**src/rtl/batalha_naval_arbitro.sv**
```systemverilog
// Battleship referee: keeps both ship maps, takes alternating shots over valid/ready,
// scores hits and declares a winner or a draw after MAX_TURNS accepted shots.
module batalha_naval_arbitro #(
  parameter int unsigned                   COORD_W   = 3,
  parameter logic [(2**COORD_W)-1:0]       SHIPS_P1  = 8'b0010_0110,
  parameter logic [(2**COORD_W)-1:0]       SHIPS_P2  = 8'b1001_0001,
  parameter int unsigned                   MAX_TURNS = 16
) (
  input  logic                                   clk,
  input  logic                                   rst_n,
  input  logic                                   start,
  input  logic                                   shot_valid,
  input  logic                                   shot_player,
  input  logic [COORD_W-1:0]                     shot_coord,
  output logic                                   shot_ready,
  output logic                                   res_valid,
  output logic                                   res_hit,
  output logic                                   res_repeat,
  output logic                                   out_of_turn,
  output logic                                   turn,
  output logic [$clog2((2**COORD_W)+1)-1:0]      score_p1,
  output logic [$clog2((2**COORD_W)+1)-1:0]      score_p2,
  output logic                                   game_over,
  output logic [1:0]                             winner
);
  localparam int unsigned CELLS = 2**COORD_W;
  localparam int unsigned SW    = $clog2(CELLS + 1);
  localparam int unsigned TW    = $clog2(MAX_TURNS + 1);
  localparam logic [SW-1:0] SCORE_MAX = SW'(CELLS);
  localparam logic [TW-1:0] LAST_SHOT = TW'(MAX_TURNS - 1);

  typedef enum logic [1:0] {IDLE, P1_TURN, P2_TURN, DONE} state_e;

  state_e            state_q, state_d;
  logic [CELLS-1:0]  rem_p1_q, rem_p1_d, rem_p2_q, rem_p2_d;
  logic [CELLS-1:0]  fired_p1_q, fired_p1_d, fired_p2_q, fired_p2_d;
  logic [SW-1:0]     score_p1_q, score_p1_d, score_p2_q, score_p2_d;
  logic [TW-1:0]     shots_q, shots_d;
  logic              res_valid_q, res_valid_d, res_hit_q, res_hit_d;
  logic              res_repeat_q, res_repeat_d, oot_q, oot_d;
  logic [1:0]        winner_q, winner_d;

  logic              cur_player, in_play, accept, hit;
  logic [CELLS-1:0]  opp_rem, opp_rem_next, own_fired, own_fired_next;

  always_comb begin
    state_d      = state_q;
    rem_p1_d     = rem_p1_q;
    rem_p2_d     = rem_p2_q;
    fired_p1_d   = fired_p1_q;
    fired_p2_d   = fired_p2_q;
    score_p1_d   = score_p1_q;
    score_p2_d   = score_p2_q;
    shots_d      = shots_q;
    winner_d     = winner_q;
    res_valid_d  = 1'b0;
    res_hit_d    = 1'b0;
    res_repeat_d = 1'b0;
    oot_d        = 1'b0;
    hit          = 1'b0;

    in_play    = (state_q == P1_TURN) || (state_q == P2_TURN);
    cur_player = (state_q == P2_TURN);
    accept     = in_play && shot_valid && (shot_player == cur_player);

    // Work on the shooter's view (opponent map, own fired mask), then route back.
    opp_rem        = cur_player ? rem_p1_q : rem_p2_q;
    own_fired      = cur_player ? fired_p2_q : fired_p1_q;
    opp_rem_next   = opp_rem;
    own_fired_next = own_fired;

    case (state_q)
      IDLE, DONE: begin
        if (start) begin
          state_d    = P1_TURN;
          rem_p1_d   = SHIPS_P1;
          rem_p2_d   = SHIPS_P2;
          fired_p1_d = '0;
          fired_p2_d = '0;
          score_p1_d = '0;
          score_p2_d = '0;
          shots_d    = '0;
          winner_d   = '0;
        end
      end
      default: begin
        if (shot_valid && !accept) begin
          oot_d = 1'b1;
        end else if (accept) begin
          res_valid_d = 1'b1;
          if (own_fired[shot_coord]) begin
            res_repeat_d = 1'b1;
          end else begin
            own_fired_next[shot_coord] = 1'b1;
            if (opp_rem[shot_coord]) begin
              hit                      = 1'b1;
              opp_rem_next[shot_coord] = 1'b0;
            end
          end
          res_hit_d = hit;
          shots_d   = shots_q + TW'(1);

          if (cur_player) begin
            fired_p2_d = own_fired_next;
            rem_p1_d   = opp_rem_next;
            if (hit && score_p2_q != SCORE_MAX) score_p2_d = score_p2_q + SW'(1);
          end else begin
            fired_p1_d = own_fired_next;
            rem_p2_d   = opp_rem_next;
            if (hit && score_p1_q != SCORE_MAX) score_p1_d = score_p1_q + SW'(1);
          end

          if (opp_rem_next == '0) begin
            state_d  = DONE;
            winner_d = cur_player ? 2'b10 : 2'b01;
          end else if (shots_q == LAST_SHOT) begin
            state_d  = DONE;
            winner_d = 2'b11;
          end else begin
            state_d = cur_player ? P1_TURN : P2_TURN;
          end
        end
      end
    endcase
  end

  always_ff @(posedge clk or negedge rst_n) begin
    if (!rst_n) begin
      state_q      <= IDLE;
      rem_p1_q     <= SHIPS_P1;
      rem_p2_q     <= SHIPS_P2;
      fired_p1_q   <= '0;
      fired_p2_q   <= '0;
      score_p1_q   <= '0;
      score_p2_q   <= '0;
      shots_q      <= '0;
      winner_q     <= '0;
      res_valid_q  <= 1'b0;
      res_hit_q    <= 1'b0;
      res_repeat_q <= 1'b0;
      oot_q        <= 1'b0;
    end else begin
      state_q      <= state_d;
      rem_p1_q     <= rem_p1_d;
      rem_p2_q     <= rem_p2_d;
      fired_p1_q   <= fired_p1_d;
      fired_p2_q   <= fired_p2_d;
      score_p1_q   <= score_p1_d;
      score_p2_q   <= score_p2_d;
      shots_q      <= shots_d;
      winner_q     <= winner_d;
      res_valid_q  <= res_valid_d;
      res_hit_q    <= res_hit_d;
      res_repeat_q <= res_repeat_d;
      oot_q        <= oot_d;
    end
  end

  assign shot_ready  = (state_q == P1_TURN) || (state_q == P2_TURN);
  assign turn        = (state_q == P2_TURN);
  assign game_over   = (state_q == DONE);
  assign res_valid   = res_valid_q;
  assign res_hit     = res_hit_q;
  assign res_repeat  = res_repeat_q;
  assign out_of_turn = oot_q;
  assign score_p1    = score_p1_q;
  assign score_p2    = score_p2_q;
  assign winner      = winner_q;

endmodule

```
**config.mk**
```make
export PLATFORM = sky130hd
export DESIGN_NAME = batalha_naval_arbitro
export DESIGN_NICKNAME = d
export VERILOG_FILES = /design/src/rtl/batalha_naval_arbitro.sv
export SDC_FILE = /design/constraint.sdc
export NUM_CORES = 1
export LEC_CHECK = 0
export ABC_CLOCK_PERIOD_IN_PS = 2600
export CAP_MARGIN = 15
export CELL_PAD_IN_SITES_DETAIL_PLACEMENT = 0
export CELL_PAD_IN_SITES_GLOBAL_PLACEMENT = 1
export CORE_UTILIZATION = 35
export CTS_CLUSTER_SIZE = 8
export DETAILED_ROUTE_END_ITERATION = 12
export HOLD_SLACK_MARGIN = 0.08
export PLACE_DENSITY_LB_ADDON = 0.25
export SETUP_SLACK_MARGIN = 0.02
export SYNTH_ARGS = -nofsm -noshare
export SYNTH_HDL_FRONTEND = slang
export SYNTH_SLANG_ARGS = --single-unit
```
**constraint.sdc**
```tcl
create_clock -name clk -period 2.6 [get_ports clk]
set_input_delay 0.78 -clock clk [delete_from_list [all_inputs] [get_ports clk]]
set_output_delay 0.78 -clock clk [all_outputs]
set_load 0.05 [all_outputs]
```
==> results.sh <==
export IMPL_worst_path_max_delay_cell="dfrtp_1"
export IMPL_r2r_setup_slack_ns=-0.27
export IMPL_start_util=0.364
export IMPL_p_seq_frac=0.261
export IMPL_cap_violations=0
export IMPL_numCtsBuffers=5
export IMPL_ant_nets=0
export IMPL_yosysSeqAreaShare=0.472
export IMPL_drt_iter0_markers=148
export IMPL_core_area_mm2=0.00777
export IMPL_yosys_area_share_simple=0.245
export IMPL_timing_fmax_mhz=348
export IMPL_diodes=0
export IMPL_pwr_density_cell_mw_per_mm2=1280
export IMPL_synth_compound_area_frac=0.129
export IMPL_cp_required_ns=2.80
export IMPL_cts_root_buf="clkbuf_8"
export IMPL_power_internal_mw=3.02
export IMPL_die_x_um=91.8
export IMPL_startpoint_type="flop"
export IMPL_slew_violations=0
export IMPL_crit_path_max_fanout=6
export IMPL_setup_tns_ns=-1.67
export IMPL_dp_hpwl_um=5240
export IMPL_synthAdderAreaFrac=0.0399
export IMPL_tritoncts="done"
export IMPL_period_minus_slack_ns=2.87
export IMPL_pwr_share_comb=0.615
export IMPL_cellLeakagePower_nw=1.87
export IMPL_track_usage=0.198
export IMPL_nNetsFinal=421
export IMPL_io_buffers=24
export IMPL_via_per_inst=4.98
export IMPL_crit_arrival_ns=3.07
export IMPL_grt_remaining_overflow=0
export IMPL_synthCells=312
export IMPL_endpoint_kind="flop"
export IMPL_drt_total_wl_um=7800
export IMPL_yosys_warnings=0
export IMPL_cts_path_max_buffers=2
export IMPL_fin_util=0.540
export IMPL_muxShareOfSynthArea=0.0602
export IMPL_grt_start_max_net_pins=54
export IMPL_p_total_mw=5.35
export IMPL_cts_num_sinks=53
export IMPL_p_switching_mw=2.33
export IMPL_cts_clk_slew_worst_paths_ns=0.11
export IMPL_via_count=2526
export IMPL_final_area_mm2=0.00420
export IMPL_grt_pass1_wl_um=13000
export IMPL_rr_endpoint="winner[1]"
export IMPL_irDropWorstVdd_uv=553
export IMPL_synth_seq_cells=53
export IMPL_worstMarginPinSlew_ns=0.503
export IMPL_setup_viol=10
export IMPL_slew_headroom=0.663
export IMPL_postPlaceCellArea_mm2=0.00362
export IMPL_routedWlPerCell_um=15.4
export IMPL_first_pass_iters=4
export IMPL_syn_area_per_cell_um2=9.06
export IMPL_h_tree_depth=2
export IMPL_synth_cell_type_count=41
export IMPL_first_global_vias=2567
export IMPL_synth_top_family_by_area="simple AND/OR/NAND/NOR gates"
export IMPL_syn2layout_area_growth_pct=48.5
export IMPL_crit_chain="inv_2 > ha_4 > buf_12 > mux2i_4 > o22ai_2 > nor4_4 > buf_4 > a31oi_2 > nor4_2 > nand2_1 > a21o_1 > a22o_1"
export IMPL_swShare=0.435
export IMPL_insertion_delay_ns=0.32
export IMPL_violations="negative setup slack"
export IMPL_synth_nets=329
export IMPL_yosys_area_share_xor_xnor=0.0124
export IMPL_fin_ws_ns=-0.270
export IMPL_fp_dieArea_mm2=0.00844
export IMPL_synth_cell_area_mm2=0.00283
export IMPL_clkPwrFrac=0.124
export IMPL_slowest_delay_ns=0.41
export IMPL_timing_hold_ws_ns=0.449
export IMPL_rsz0062_at_grt="yes"
export IMPL_io_pins=25
export IMPL_ctsHoldBuffers=0
export IMPL_worst_setup_path_type="flop to flop"
export IMPL_period_share=1.10
export IMPL_hold_viol=0
export IMPL_rr_startpoint="state_q[0]"
export IMPL_antenna_found_initial=0
export IMPL_fin_skew_ns=0.0143
export IMPL_fillCellCount=739
export IMPL_drc=0
export IMPL_min_path_type="primary input to async pin"
export IMPL_die_h_um=91.8
export IMPL_run_status="finished with violations"
export IMPL_rr_worst_depth=12
export IMPL_final_layout_size_suffix_gt1_frac=0.341
export IMPL_placementRows=32
export IMPL_place_congestion=0.754
## timing repair
action | 4_1_cts | 5_1_grt
pin swaps | 6 | 7
setup buffers | 10 | 5
gates cloned | 2 | 0
setup endpoints to repair | 45 | 25
resized for setup | 56 | 12
## cells in the mapped netlist, drive strengths merged
cell	number	share of area
nand2	84	0.11
dfrtp	47	0.42
mux2i	17	0.060
nor2	16	0.021
a21oi	15	0.027
o21ai	13	0.023
nand3	12	0.021
inv	11	0.015
ha	9	0.040
a22o	8	0.025
a31oi	8	0.018
buf	8	0.016
clkbuf	7	0.0093
dfstp	6	0.056
nor3	5	0.0089
a22oi	4	0.011
nand3b	4	0.011
nor3b	4	0.011
o22ai	4	0.0089
and3	3	0.0066
and3b	3	0.0093
nor4	3	0.019
or3b	3	0.0093
or3	2	0.0044
xnor2	2	0.0062
xor2	2	0.0062
a211oi	1	0.0027
a21o	1	0.0027
a32oi	1	0.0031
and2	1	0.0022
and4	1	0.0031
clkinv	1	0.0013
nand2b	1	0.0022
nand4	1	0.0022
nor2b	1	0.0022
o2111ai	1	0.0031
o31ai	1	0.0027
o32ai	1	0.0031
## stage by stage
| step | setup slack (ns) | cells |
|---|---|---|
| final | -0.270 | 507 |
| after detailed placement | -0.920 | 484 |
| after global placement | -0.861 | 484 |
| after CTS | -0.164 | 502 |
| after global routing | -0.370 | 507 |
| after floorplan | -0.302 | 312 |
## flip-flops by register name (all words and copies together), names as in the netlist
signal,count
res_hit,1
rem_p2_q,8
score_p1,4
winner,2
score_p2,4
shots_q,5
res_repeat,1
fired_p1_q,8
res_valid,1
out_of_turn,1
fired_p2_q,8
rem_p1_q,8
state_q,2
## layout make-up
type	instances	area (um^2)	share of cell area
sequential	53	1330	0.318
tap	102	128	0.0304
clock inverter	3	65.1	0.0155
clock buffer	5	68.8	0.0164
timing repair buffer	100	895	0.213
multi-input combinational	232	1660	0.395
inverter	12	46.3	0.0110
## layer usage
layer | GRT usage | up-vias | routed length [um]
met5 | 0 | - | 0
met2 | 0.329 | 40 | 3710
met1 | 0.263 | 1209 | 3700
li1 | - | 1263 | -
met4 | 0.0625 | 0 | 153
met3 | 0.0323 | 14 | 237
## how the worst max path moves through the flow
stage,startpoint,to,slack (ns),depth (start not counted)
5_1_grt,state_q[0],winner[1],-0.37,13
2_1_floorplan,state_q[0],winner[0],-0.30,11
3_5_place_dp,shot_coord[2],winner[1],-0.92,11
4_1_cts,state_q[0],winner[1],-0.16,13
6_report,state_q[0],winner[1],-0.27,12
3_3_place_gp,shot_coord[2],state_q[1],-0.86,10
## cell usage in the layout, fill, tap and decap left out, types with 6 or more instances in the layout
master and count:
nand2_1 84, buf_4 64, dfrtp_1 47, clkdlybuf4s50_1 17, nor2_1 15, nand3_1 12, o21ai_0 12, inv_1 10
a21oi_1 9, mux2i_4 8, a22o_1 8, ha_1 8, mux2i_1 7, buf_6 7, dfstp_2 6
## cell families (layout without fill, tap and decap cells)
logic type,after synthesis,in the layout
simple gates,144,144
compound gates,58,58
flops,53,53
buf+inv,27,120
mux,17,17
fa+ha+maj,9,9
xor+xnor,4,4
## power by group through the flow
stage,clock [mW],combinational [mW],sequential [mW]
3_5_place_dp,0,2.78,1.35
6_report,0.666,3.29,1.40
2_1_floorplan,0,1.38,1.52
3_3_place_gp,0,2.77,1.34
5_1_grt,0.712,3.58,1.43
4_1_cts,0.679,3.14,1.39
## critical path: cells and delay by family, from the launching register on
family / cells / cell delay [ns]
AO/OA/AOI/OAI: 4 / 0.70
adder cells (fa/ha/maj): 1 / 0.16
buffers and inverters: 3 / 0.43
multiplexers: 1 / 0.26
flip-flops: 1 / 0.41
AND/OR/NAND/NOR: 3 / 0.78
No activity file was read; power rests on OpenSTA's default activity.
